==> src/rtl/alu_issue_ctrl.sv <==
// ALU operand issue controller: accepts requests over valid/ready, holds the
// ALU inputs stable for a settle window, then captures the ALU result into a
// small first-word-fall-through FIFO drained by the consumer.
// SETTLE_CYCLES legal range 1..15; FIFO_DEPTH a power of two, at least 2.
module alu_issue_ctrl #(
   parameter int unsigned SETTLE_CYCLES = 1,
   parameter int unsigned FIFO_DEPTH    = 4,
   parameter int unsigned CNT_W         = 16
) (
   input  logic             clk,
   input  logic             rst,
   input  logic             req_valid,
   output logic             req_ready,
   input  logic [15:0]      req_a,
   input  logic [15:0]      req_b,
   input  logic [2:0]       req_opcode,
   input  logic [2:0]       req_mode,
   output logic [15:0]      alu_a,
   output logic [15:0]      alu_b,
   output logic [2:0]       alu_opcode,
   output logic [2:0]       alu_mode,
   input  logic [31:0]      alu_out,
   input  logic             alu_eq,
   output logic             res_valid,
   input  logic             res_ready,
   output logic [31:0]      res_data,
   output logic             res_eq,
   output logic             res_za,
   output logic             res_zb,
   output logic [CNT_W-1:0] res_count,
   output logic             busy
);

   localparam int unsigned PTR_W  = $clog2(FIFO_DEPTH);
   localparam int unsigned FCNT_W = PTR_W + 1;
   localparam int unsigned ENT_W  = 35;

   typedef enum logic [1:0] {StIdle, StDrive, StHold} state_t;

   state_t            state_q, state_d;
   logic [3:0]        settle_q, settle_d;
   logic [15:0]       alu_a_q, alu_b_q;
   logic [2:0]        alu_opcode_q, alu_mode_q;
   logic [CNT_W-1:0]  res_count_q;
   logic [PTR_W-1:0]  wr_ptr_q, rd_ptr_q;
   logic [FCNT_W-1:0] fifo_cnt_q;
   logic [ENT_W-1:0]  mem [FIFO_DEPTH];
   logic [ENT_W-1:0]  head;
   logic [ENT_W-1:0]  push_entry;

   logic accept;
   logic pop;
   logic fifo_full;
   logic push_try;
   logic push;

   assign accept     = req_valid && (state_q == StIdle);
   assign pop        = (fifo_cnt_q != '0) && res_ready;
   assign fifo_full  = (fifo_cnt_q == FCNT_W'(FIFO_DEPTH));
   assign push_try   = ((state_q == StDrive) && (settle_q == 4'd0)) || (state_q == StHold);
   // A full FIFO still takes the push when the head leaves on the same edge.
   assign push       = push_try && (!fifo_full || pop);
   assign push_entry = {alu_out, alu_eq, (alu_a_q == 16'd0), (alu_b_q == 16'd0)};

   // Next-state logic for the issue FSM and the settle down-counter.
   always_comb begin
      state_d  = state_q;
      settle_d = settle_q;
      unique case (state_q)
         StIdle: begin
            if (req_valid) begin
               state_d  = StDrive;
               settle_d = 4'(SETTLE_CYCLES - 1);
            end
         end
         StDrive: begin
            if (settle_q != 4'd0) begin
               settle_d = settle_q - 4'd1;
            end else if (push) begin
               state_d = StIdle;
            end else begin
               state_d = StHold;
            end
         end
         StHold: begin
            if (push) begin
               state_d = StIdle;
            end
         end
         default: state_d = StIdle;
      endcase
   end

   // FSM state and settle counter registers.
   always_ff @(posedge clk or posedge rst) begin
      if (rst) begin
         state_q  <= StIdle;
         settle_q <= 4'd0;
      end else begin
         state_q  <= state_d;
         settle_q <= settle_d;
      end
   end

   // Operand registers: loaded on accept, kept afterwards so the ALU stays quiet.
   always_ff @(posedge clk or posedge rst) begin
      if (rst) begin
         alu_a_q      <= 16'd0;
         alu_b_q      <= 16'd0;
         alu_opcode_q <= 3'd0;
         alu_mode_q   <= 3'd0;
      end else if (accept) begin
         alu_a_q      <= req_a;
         alu_b_q      <= req_b;
         alu_opcode_q <= req_opcode;
         alu_mode_q   <= req_mode;
      end
   end

   // Completed-operation counter; wraps silently.
   always_ff @(posedge clk or posedge rst) begin
      if (rst) begin
         res_count_q <= '0;
      end else if (push) begin
         res_count_q <= res_count_q + CNT_W'(1);
      end
   end

   // FIFO pointers and occupancy.
   always_ff @(posedge clk or posedge rst) begin
      if (rst) begin
         wr_ptr_q   <= '0;
         rd_ptr_q   <= '0;
         fifo_cnt_q <= '0;
      end else begin
         if (push) begin
            wr_ptr_q <= wr_ptr_q + PTR_W'(1);
         end
         if (pop) begin
            rd_ptr_q <= rd_ptr_q + PTR_W'(1);
         end
         if (push && !pop) begin
            fifo_cnt_q <= fifo_cnt_q + FCNT_W'(1);
         end else if (pop && !push) begin
            fifo_cnt_q <= fifo_cnt_q - FCNT_W'(1);
         end
      end
   end

   // FIFO storage; contents need no reset since outputs are gated by res_valid.
   always_ff @(posedge clk) begin
      if (push) begin
         mem[wr_ptr_q] <= push_entry;
      end
   end

   assign head       = mem[rd_ptr_q];
   assign res_valid  = (fifo_cnt_q != '0);
   assign res_data   = res_valid ? head[34:3] : 32'd0;
   assign res_eq     = res_valid & head[2];
   assign res_za     = res_valid & head[1];
   assign res_zb     = res_valid & head[0];
   assign res_count  = res_count_q;
   assign req_ready  = (state_q == StIdle);
   assign busy       = (state_q != StIdle);
   assign alu_a      = alu_a_q;
   assign alu_b      = alu_b_q;
   assign alu_opcode = alu_opcode_q;
   assign alu_mode   = alu_mode_q;

endmodule

==> config.mk <==
export PLATFORM = sky130hd
export DESIGN_NAME = alu_issue_ctrl
export DESIGN_NICKNAME = d
export VERILOG_FILES = /design/src/rtl/alu_issue_ctrl.sv
export SDC_FILE = /design/constraint.sdc
export NUM_CORES = 1
export LEC_CHECK = 0
export BUFFER_PORTS_ARGS = -buffer_cell sky130_fd_sc_hd__buf_2
export CAP_MARGIN = 10
export CORE_AREA = 2 2 133 135
export CTS_BUF_LIST = sky130_fd_sc_hd__clkbuf_8
export CTS_CLUSTER_DIAMETER = 60
export DETAILED_ROUTE_END_ITERATION = 16
export DIE_AREA = 0 0 135 137
export MAX_ROUTING_LAYER = met4
export PLACE_DENSITY = 0.68
export SYNTH_ARGS = -nofsm -noshare
export SYNTH_HDL_FRONTEND = slang
export SYNTH_SLANG_ARGS = --single-unit
==> constraint.sdc <==
create_clock -name clk -period 2.85 [get_ports clk]
set_input_delay 0.4275 -clock clk [delete_from_list [all_inputs] [get_ports clk]]
set_output_delay 0.4275 -clock clk [all_outputs]
set_load 0.02 [all_outputs]
==> out/metrics.yaml <==
yosys.area.top_type: "edfxtp_1"
fp.dieH_um: 137
powerDensity_nw_per_um2: 960
die_w_um: 135
avgSynthCellArea_um2: 15.6
rrSetupSlack_ns: 0.41
syn_to_final_growth_pct: 21.7
cts_setup_buffers: 0
post_cts_resized: 0
fillers: 1351
pre_cts_ws_ns: 0.368
synth_cells: 527
die-area_um2: 18500
mostFrequentLayoutCell: "buf_2"
layout_common_cells: "buf_2, edfxtp_1, nand2_1"
multi_input_area_um2: 2210
maxCapViolations: 0
dp_hpwl_mm: 10.8
core_area_um2: 17100
p_int_mw: 6.35
fp-row-count: 48
regArea_um2: 5880
ant_nets: 0
cp.required_ns: 2.42
critPathKind: "register to primary output"
grt_pass1_vias: 5154
yosys.area.top_type_share_pct: 51.1
finalClockSkew_ns: 0.0160
grt_usage_pct: 18.8
vdd_drop_max_uv: 469
start_util_pct: 48.2
power.share.switching_pct: 33.9
antenna_found_initial: 3
synthTopCellsByArea: "edfxtp_1, dfrtp_1, mux4_2"
hold_viol_final: 0
layout_setup_ws_ns: 0.315
yosys_warnings: 0
outcome: "finished clean"
drv_slew: 0
finalCoreUtilization_pct: 58.7
switching_power_mw: 3.26
cts_hold_buf: 0
cts_htree_levels: 2
rsz0062_at_grt: "false"
final_nets: 801
synth_nets: 610
dp_cells: 907
critPathArrivalTime_ns: 2.11
timing.final.crit_share_pct: 89.0
grt_pass1_wl_mm: 26.0
clk_pin_slew_worst_paths_ns: 0.06
leakagePower_nw: 4.18
gr-total-overflow: 0
fin_crit_ns: 2.54
ys.flop_type: "edfxtp_1"
detailroute.via_count: 4930
synth-seq-area-share_pct: 71.5
cts_tree: "yes"
yosysUniqueCellTypes: 35
wirelength_mm: 16.4
io_buffer_count: 166
worst_slew_pin_slew_ns: 0.729
setup_viol: 0
fin_setup_tns_ns: 0
crit_path_end_kind: "primary output"
pwr-share-comb_pct: 34.3
io_pins: 167
clockBufferDepth: 3
root_buffer: "clkbuf_8"
fin_total_pwr_mw: 9.61
synthArstFlopShare_pct: 32.4
gp_congestion: 0.782
stdcell_count: 968
first_pass_iters: 4
drc: 0
clk_latency_ns: 0.50
cts_sinks: 207
hold_class: "input pin to asynchronous set/reset pin"
synth_edf_count: 140
fmax_ghz: 0.394
cts_buffers: 34
drive_gt1_share_pct: 36.1
critPathLaunchType: "register"
seq_power_share_pct: 42.4
syn_area_um2: 8230
wl_per_cell_um: 16.9
p_clk_share_pct: 23.3
avgViaCountPerCell: 5.09
slew-limit-headroom_pct: 51.4
drtIter0Drc: 314
grt_max_degree: 39
critPathMaxFanout: 19
ys_ff_latch: 207
## metrics by stage
stage	hold slack, ns	instance area [um2]
floorplan	0.447	8230
global placement	0.457	9420
detailed placement	0.459	9420
CTS	0.0534	10000
global route	0.101	10000
finish	0.0536	10000
## state kept, by name, indices dropped and copies added, names as in the netlist
| signal | cells |
|---|---|
| state_q | 2 |
| rd_ptr_q | 2 |
| wr_ptr_q | 2 |
| alu_a | 16 |
| mem | 140 |
| res_count | 16 |
| alu_b | 16 |
| fifo_cnt_q | 3 |
| alu_opcode | 3 |
| settle_q | 4 |
| alu_mode | 3 |
## logic make-up after synthesis
| kind of cell | synth area share, % |
|---|---|
| compound gates | 0.502 |
| xor+xnor | 2.56 |
| fa+ha+maj | 1.31 |
| buf+inv | 1.67 |
| flops | 71.5 |
| mux | 9.90 |
| simple gates | 12.6 |
## path summary, 6_finish.rpt
check	startpoint	to	depth (start not counted)
max	rd_ptr_q[0]	res_data[30]	4
min	rst	wr_ptr_q[1]	2
max reg2reg	settle_q[1]	fifo_cnt_q[2]	11
min reg2reg	alu_mode[0]	alu_mode[0]	2
max in group asynchronous	rst	alu_a[13]	3
min in group clk	req_b[5]	alu_b[5]	3
## cells in the mapped netlist (8+ instances only)
| cell type | number |
|---|---|
| edfxtp_1 | 140 |
| nand2_1 | 122 |
| dfrtp_1 | 67 |
| and2_1 | 42 |
| mux4_2 | 35 |
| clkbuf_1 | 17 |
| xnor2_1 | 15 |
| nand4_1 | 9 |
| xor2_1 | 9 |
| nor2_1 | 8 |
| nor4_1 | 8 |
## layer usage
layer	up-vias	part of all wire (%)	track usage [%]
li1	2291	-	-
met1	2438	43	24.3
met2	173	48	29.8
met3	28	7.0	5.04
met4	0	1.9	5.38
met5	-	0	-
## power by group through the flow
stage	logic, mW	registers, mW	clock network [mW]
finish	3.29	4.08	2.24
global route	3.57	4.14	2.43
CTS	3.37	4.08	2.31
detailed placement	3.36	4.13	0
global placement	3.31	4.10	0
floorplan	2.13	4.20	0
## final cells by class
class | count | area share, %
sequential | 207 | 58.8
multi-input combinational | 289 | 22.1
timing repair buffer | 178 | 10.1
clock buffer | 36 | 4.95
tap | 225 | 2.81
clock inverter | 22 | 0.875
inverter | 8 | 0.350
antenna | 3 | 0.0750
## critical path, cell delays in order, from the launching register on
cell and delay, ns:
dfrtp_2 0.51, buf_12 0.24, mux4_2 0.51, and2_1 0.19
buf_2 0.16
No activity file was read; power rests on OpenSTA's default activity.
